$ cat src/rtl/vga_timing_pkg.sv
// Raster geometry for 640x480 @ 800x525 and the packed pixel byte layout
// shared by the scanout and its FIFO.
package vga_timing_pkg;

    localparam int H_VISIBLE = 640;
    localparam int H_FP      = 16;
    localparam int H_SYNC    = 96;
    localparam int H_BP      = 48;
    localparam int H_TOTAL   = H_VISIBLE + H_FP + H_SYNC + H_BP;

    localparam int V_VISIBLE = 480;
    localparam int V_FP      = 10;
    localparam int V_SYNC    = 2;
    localparam int V_BP      = 33;
    localparam int V_TOTAL   = V_VISIBLE + V_FP + V_SYNC + V_BP;

    localparam int PIX_R_HI = 7;
    localparam int PIX_R_LO = 6;
    localparam int PIX_G_HI = 5;
    localparam int PIX_G_LO = 4;
    localparam int PIX_B_HI = 3;
    localparam int PIX_B_LO = 2;

    typedef struct packed {
        logic [1:0] red;
        logic [1:0] green;
        logic [1:0] blue;
    } pix_t;

    function automatic pix_t unpack_pixel(input logic [7:0] b);
        pix_t p;
        p.red   = b[PIX_R_HI:PIX_R_LO];
        p.green = b[PIX_G_HI:PIX_G_LO];
        p.blue  = b[PIX_B_HI:PIX_B_LO];
        return p;
    endfunction

endpackage

$ cat src/rtl/pixel_fifo.sv
// Synchronous FIFO with an extra pointer bit so full and empty are distinct;
// the head entry is read straight from storage, so a fresh push is poppable next cycle.
module pixel_fifo #(
    parameter int DEPTH = 16,
    parameter int AW    = 4,
    parameter int W     = 6
) (
    input  logic          clk,
    input  logic          rst,
    input  logic          push,
    input  logic          pop,
    input  logic [W-1:0]  wdata,
    output logic [W-1:0]  rdata,
    output logic          full,
    output logic          empty,
    output logic [AW:0]   level
);

    localparam logic [AW:0] FULL_LEVEL = (AW + 1)'(DEPTH);

    logic [W-1:0] mem [DEPTH];
    logic [AW:0]  wr_ptr;
    logic [AW:0]  rd_ptr;
    logic         do_push;
    logic         do_pop;

    assign level   = wr_ptr - rd_ptr;
    assign full    = (level == FULL_LEVEL);
    assign empty   = (wr_ptr == rd_ptr);
    assign rdata   = mem[rd_ptr[AW-1:0]];
    assign do_pop  = pop && !empty;
    // A pop frees the slot the push lands in, so a full FIFO may take both.
    assign do_push = push && (!full || do_pop);

    always_ff @(posedge clk) begin
        if (rst) begin
            wr_ptr <= '0;
            rd_ptr <= '0;
        end else begin
            if (do_push) wr_ptr <= wr_ptr + 1'b1;
            if (do_pop)  rd_ptr <= rd_ptr + 1'b1;
        end
    end

    always_ff @(posedge clk) begin
        if (do_push) mem[wr_ptr[AW-1:0]] <= wdata;
    end

endmodule

$ cat src/rtl/vga_scanout.sv
// VGA scanout: buffers producer pixel bytes, drains one per visible clock,
// and generates sync timing plus the frame-restart pulse for the producer.
module vga_scanout
    import vga_timing_pkg::*;
#(
    parameter int FIFO_DEPTH  = 16,
    parameter int FIFO_AW     = 4,
    parameter int UNDERFLOW_W = 16,
    // Vertical geometry can be shortened for reduced-height rasters.
    parameter int V_ACT       = V_VISIBLE,
    parameter int V_FPORCH    = V_FP,
    parameter int V_SLEN      = V_SYNC,
    parameter int V_BPORCH    = V_BP
) (
    input  logic                   clk,
    input  logic                   rst,
    input  logic [7:0]             data_i,
    input  logic                   stb_i,
    output logic                   ack_i,
    output logic                   sync,
    output logic                   hsync,
    output logic                   vsync,
    output logic [1:0]             red,
    output logic [1:0]             green,
    output logic [1:0]             blue,
    output logic [UNDERFLOW_W-1:0] underflow_cnt,
    output logic [FIFO_AW:0]       fifo_level
);

    localparam logic [9:0] HV       = 10'(H_VISIBLE);
    localparam logic [9:0] HS_START = 10'(H_VISIBLE + H_FP);
    localparam logic [9:0] HS_END   = 10'(H_VISIBLE + H_FP + H_SYNC);
    localparam logic [9:0] HT_LAST  = 10'(H_TOTAL - 1);
    localparam logic [9:0] VV       = 10'(V_ACT);
    localparam logic [9:0] VS_START = 10'(V_ACT + V_FPORCH);
    localparam logic [9:0] VS_END   = 10'(V_ACT + V_FPORCH + V_SLEN);
    localparam logic [9:0] VT_LAST  = 10'(V_ACT + V_FPORCH + V_SLEN + V_BPORCH - 1);

    logic [9:0] sx;
    logic [9:0] sy;
    logic       visible;
    logic       line_end;
    logic       frame_end;
    logic       fifo_full;
    logic       fifo_empty;
    logic       pop;
    logic       accept;
    pix_t       in_pix;
    pix_t       head_pix;
    logic       unused_pad;

    assign visible    = (sx < HV) && (sy < VV);
    assign line_end   = (sx == HT_LAST);
    assign frame_end  = line_end && (sy == VT_LAST);
    assign in_pix     = unpack_pixel(data_i);
    assign unused_pad = ^data_i[1:0];

    // Handshake: a byte is taken when stb_i is high, no ack is in flight and
    // there is room (or a pop this cycle makes room); ack_i then pulses for
    // exactly one cycle, and the producer may keep stb_i high during it.
    assign pop    = visible && !fifo_empty;
    assign accept = stb_i && !ack_i && (!fifo_full || pop);

    always_ff @(posedge clk) begin
        if (rst) begin
            sx <= '0;
            sy <= '0;
        end else if (line_end) begin
            sx <= '0;
            sy <= (sy == VT_LAST) ? 10'd0 : sy + 10'd1;
        end else begin
            sx <= sx + 10'd1;
        end
    end

    pixel_fifo #(
        .DEPTH (FIFO_DEPTH),
        .AW    (FIFO_AW),
        .W     ($bits(pix_t))
    ) u_fifo (
        .clk   (clk),
        .rst   (rst),
        .push  (accept),
        .pop   (pop),
        .wdata (in_pix),
        .rdata (head_pix),
        .full  (fifo_full),
        .empty (fifo_empty),
        .level (fifo_level)
    );

    always_ff @(posedge clk) begin
        if (rst) begin
            ack_i         <= 1'b0;
            sync          <= 1'b0;
            hsync         <= 1'b1;
            vsync         <= 1'b1;
            red           <= '0;
            green         <= '0;
            blue          <= '0;
            underflow_cnt <= '0;
        end else begin
            ack_i <= accept;
            sync  <= frame_end;
            hsync <= !((sx >= HS_START) && (sx < HS_END));
            vsync <= !((sy >= VS_START) && (sy < VS_END));
            red   <= pop ? head_pix.red   : 2'b00;
            green <= pop ? head_pix.green : 2'b00;
            blue  <= pop ? head_pix.blue  : 2'b00;
            if (visible && fifo_empty && (underflow_cnt != {UNDERFLOW_W{1'b1}}))
                underflow_cnt <= underflow_cnt + 1'b1;
        end
    end

endmodule

$ cat config.mk
export PLATFORM = sky130hd
export DESIGN_NAME = vga_scanout
export DESIGN_NICKNAME = d
export VERILOG_FILES = /design/src/rtl/vga_timing_pkg.sv /design/src/rtl/pixel_fifo.sv /design/src/rtl/vga_scanout.sv
export SDC_FILE = /design/constraint.sdc
export NUM_CORES = 1
export LEC_CHECK = 0
export BUFFER_PORTS_ARGS = -buffer_cell sky130_fd_sc_hd__buf_2
export CORE_AREA = 2 2 140 142
export DETAILED_ROUTE_END_ITERATION = 7
export DIE_AREA = 0 0 142 144
export PLACE_DENSITY = 0.6
export SLEW_MARGIN = 0
export SYNTH_ARGS = -nofsm -noshare
export SYNTH_HDL_FRONTEND = slang
export SYNTH_SLANG_ARGS = --single-unit
$ cat constraint.sdc
create_clock -name clk -period 5.3 [get_ports clk]
set_clock_uncertainty 0.15 [all_clocks]
set_input_delay 0.53 -clock clk [delete_from_list [all_inputs] [get_ports clk]]
set_output_delay 0.53 -clock clk [all_outputs]
set_load 0.02 [all_outputs]
==> results.yml <==
run_status:
  status: "completed"
routing:
  drc: 0
  via_count: 3831
  routed_wl_um: 13500
  ant_nets: 0
  drt-wirelength-per-cell_um: 17.8
  dr.pass1.iters: 4
  dr.first_iter.drc_count: 376
  viasPerCell: 5.03
sta:
  max_freq_ghz: 0.256
  relSlewSlack_pct: 19.5
  tightestPinTransition_ns: 1.20
  final.min_clock_period_ns: 3.91
  finalMaxSlewViolations: 0
  finalSetupViolCount: 0
  rsz0062_at_grt: "no"
  tns_ns: 0
  whs_ns: 0.348
  hold_viol: 0
  finalCritPeriodShare_pct: 73.7
critical_path:
  start_kind: "flip-flop"
  required_ns: 5.29
  critPathMaxStageDelay_ns: 0.65
  critPathSlowestCell: "or3_1"
  worstRegToRegCells: 7
  cp.arrival_ns: 3.89
  ff2ff_setup_slack_ns: 1.39
  crit_fanout: 18
  crit_path_cell_trace: "inv_1 > ha_1 > nand2_1 > or3_1 > a2111oi_2 > a31oi_1 > and3_1"
  crit_path_end_kind: "flip-flop"
  worstSetupPathType: "flip-flop to flip-flop"
  r2r_start: "u_fifo.rd_ptr[2]"
  r2r-end: "u_fifo.mem[9][2]"
floorplanning:
  die_x_um: 142
  initial_core_util_pct: 34.0
  rows: 51
  dieArea_mm2: 0.0204
  core-area_mm2: 0.0191
  die_h_um: 144
  ios: 42
global_routing:
  grt_pass1_wl_um: 21300
  track_usage_pct: 13.9
  gr-total-overflow: 0
  grt_max_degree: 50
  antenna_found_initial: 0
  grt_pass1_vias: 3920
power_and_ir_drop:
  pwr-share-comb_pct: 24.7
  p_per_area_mw_per_mm2: 442
  p_switching_mw: 0.999
  seqPwrFrac_pct: 41.0
  intPower_mw: 2.30
  leakage_nw: 2.61
  swShare_pct: 30.3
  ir_worst_vdd_mv: 0.204
  p_clk_share_pct: 34.3
yosys:
  ys_seq_area_share_pct: 61.8
  synthMuxAreaShare_pct: 11.8
  postSynthNetCount: 499
  yosysWarnings: 0
  synth_top_family_by_area: "simple AND/OR/NAND/NOR gates"
  synth_xor_area_share_pct: 4.73
  ys_ff_latch: 152
  synth.distinct_cells: 42
  syn_area_mm2: 0.00648
  netlist_instances: 473
  syn_area_per_cell_um2: 13.7
  synth_compound_area_share_pct: 1.70
  synthSimpleGateAreaFrac_pct: 14.4
  synth_fa_ha_area_share_pct: 3.01
flow_run:
  drv_cap: 0
worst_hold_path:
  min_from: "sx[0]"
  holdPathStages: 1
  whs_endpoint: "sx[0]"
  hold_class: "flip-flop to flip-flop"
cts:
  clockRootBuffer: "clkbuf_16"
  cts-buffers-inserted: 17
  cts_tree: "done"
  hold_buffers: 0
  post_cts_buffers: 0
  clock-sinks: 152
  htree_levels: 4
  cts_resized: 0
  clock_latency_ns: 0.42
  cts_max_path_buffers: 2
  clkSlewWorstSetupHoldPaths_ns: 0.06
placed_design:
  gp_congestion: 0.859
  io_buffers: 39
  dp_hpwl_um: 8910
  placed_cell_area_mm2: 0.00690
  placed_cells: 730
final_layout:
  final_area_mm2: 0.00746
  fin_nets: 537
  area_delta_synth_final_pct: 15.1
  stdcell_count: 761
  most-common-layout-cells: "96 x edfxtp_1, 55 x dfxtp_1, 48 x nor2_1"
  n_antenna_cell: 0
  layout_commonest_cell: "edfxtp_1"
  drive_gt1_share_pct: 21.2
==> power by group through the flow <==
| stage | sequential, mW | combinational, mW | clock [mW] |
|---|---|---|---|
| after detailed placement | 1.38 | 0.822 | 0 |
| after CTS | 1.35 | 0.826 | 1.15 |
| after global placement | 1.37 | 0.808 | 0 |
| final | 1.35 | 0.813 | 1.13 |
| after global routing | 1.36 | 0.879 | 1.20 |
| after floorplan | 1.40 | 0.571 | 0 |
==> cell type report <==
type                            instances  area [um2]
Timing Repair Buffer                   43         225
Clock inverter                         12         121
Inverter                               17        63.8
Sequential cell                       152        4010
Tap cell                              238         298
Fill cell                            1724       11600
Clock buffer                           19         433
Multi-Input combinational cell        280        2310
==> cells in the mapped netlist, drive strengths merged <==
cell type / n / area [um2]
mux4: 30 / 676
a31oi: 3 / 18.8
nor3: 6 / 30.0
or2: 2 / 12.5
o21ai: 2 / 10.0
nor4: 12 / 75.1
nand4b: 1 / 8.76
fa: 1 / 20.0
mux2: 6 / 67.6
a31o: 1 / 8.76
xor2: 15 / 131
mux2i: 2 / 20.0
inv: 17 / 63.8
nor3b: 7 / 52.6
o31ai: 2 / 15.0
nor4b: 4 / 35.0
nand2: 16 / 60.1
nor4bb: 1 / 10.0
nand3: 21 / 105
or4: 3 / 22.5
xnor2: 20 / 175
and4: 2 / 17.5
edfxtp: 96 / 2880
nand2b: 4 / 25.0
dfxtp: 56 / 1120
nor2b: 10 / 62.6
a21oi: 7 / 35.0
and2: 2 / 12.5
nand4: 13 / 81.3
a2111oi: 1 / 15.0
buf: 5 / 30.0
and3: 17 / 106
or3: 6 / 37.5
clkbuf: 19 / 71.3
o21a: 1 / 7.51
nor2: 48 / 180
ha: 14 / 175
==> worst max-delay path: cells and delay by family (launching register included) <==
| kind | cells | cell delay (ns) |
|---|---|---|
| compound gates | 2 | 1.14 |
| buf+inv | 1 | 0.14 |
| fa+ha+maj | 1 | 0.39 |
| flops | 1 | 0.58 |
| simple gates | 3 | 1.23 |
==> stage by stage <==
| stage | utilization (%) | power, mW | setup slack (ns) |
|---|---|---|---|
| floorplan | - | 1.98 | 1.91 |
| global placement | 36.2 | 2.18 | 1.60 |
| detailed placement | 36.2 | 2.20 | 1.49 |
| CTS | 39.1 | 3.33 | 1.47 |
| global route | 39.1 | 3.44 | 1.19 |
| finish | 39.1 | 3.29 | 1.39 |
==> metal layers <==
layer,up-vias,track usage [%],part of all wire [%]
met5,-,0,0
met4,0,4.68,1.3
met3,15,3.44,3.6
met2,65,23.8,50
met1,1919,17.3,45
li1,1832,-,-
==> kinds of logic (layout without fill, tap and decap cells) <==
group,Yosys count,after routing
fa+ha+maj,15,15
flops,152,152
xor+xnor,35,35
mux,38,38
buf+inv,41,91
simple gates,175,175
compound gates,17,17
==> registers in the layout (all words and copies together), names as in the netlist <==
name,count
ack_i,1
blue,2
green,2
hsync,1
red,2
sx,10
sy,10
sync,1
u_fifo.mem,96
u_fifo.rd_ptr,5
u_fifo.wr_ptr,5
underflow_cnt,16
vsync,1
==> worst max path at each step <==
stage | from | to | slack (ns) | cells after the start
after global routing | u_fifo.rd_ptr[2] | u_fifo.mem[8][0] | 1.19 | 7
after detailed placement | u_fifo.rd_ptr[2] | u_fifo.mem[9][4] | 1.49 | 7
final | u_fifo.rd_ptr[2] | u_fifo.mem[9][2] | 1.39 | 7
after CTS | u_fifo.rd_ptr[2] | u_fifo.mem[9][2] | 1.47 | 7
after global placement | u_fifo.rd_ptr[2] | u_fifo.mem[8][4] | 1.60 | 7
after floorplan | u_fifo.rd_ptr[1] | u_fifo.mem[12][0] | 1.91 | 11
(Power assumes the default switching activity.)
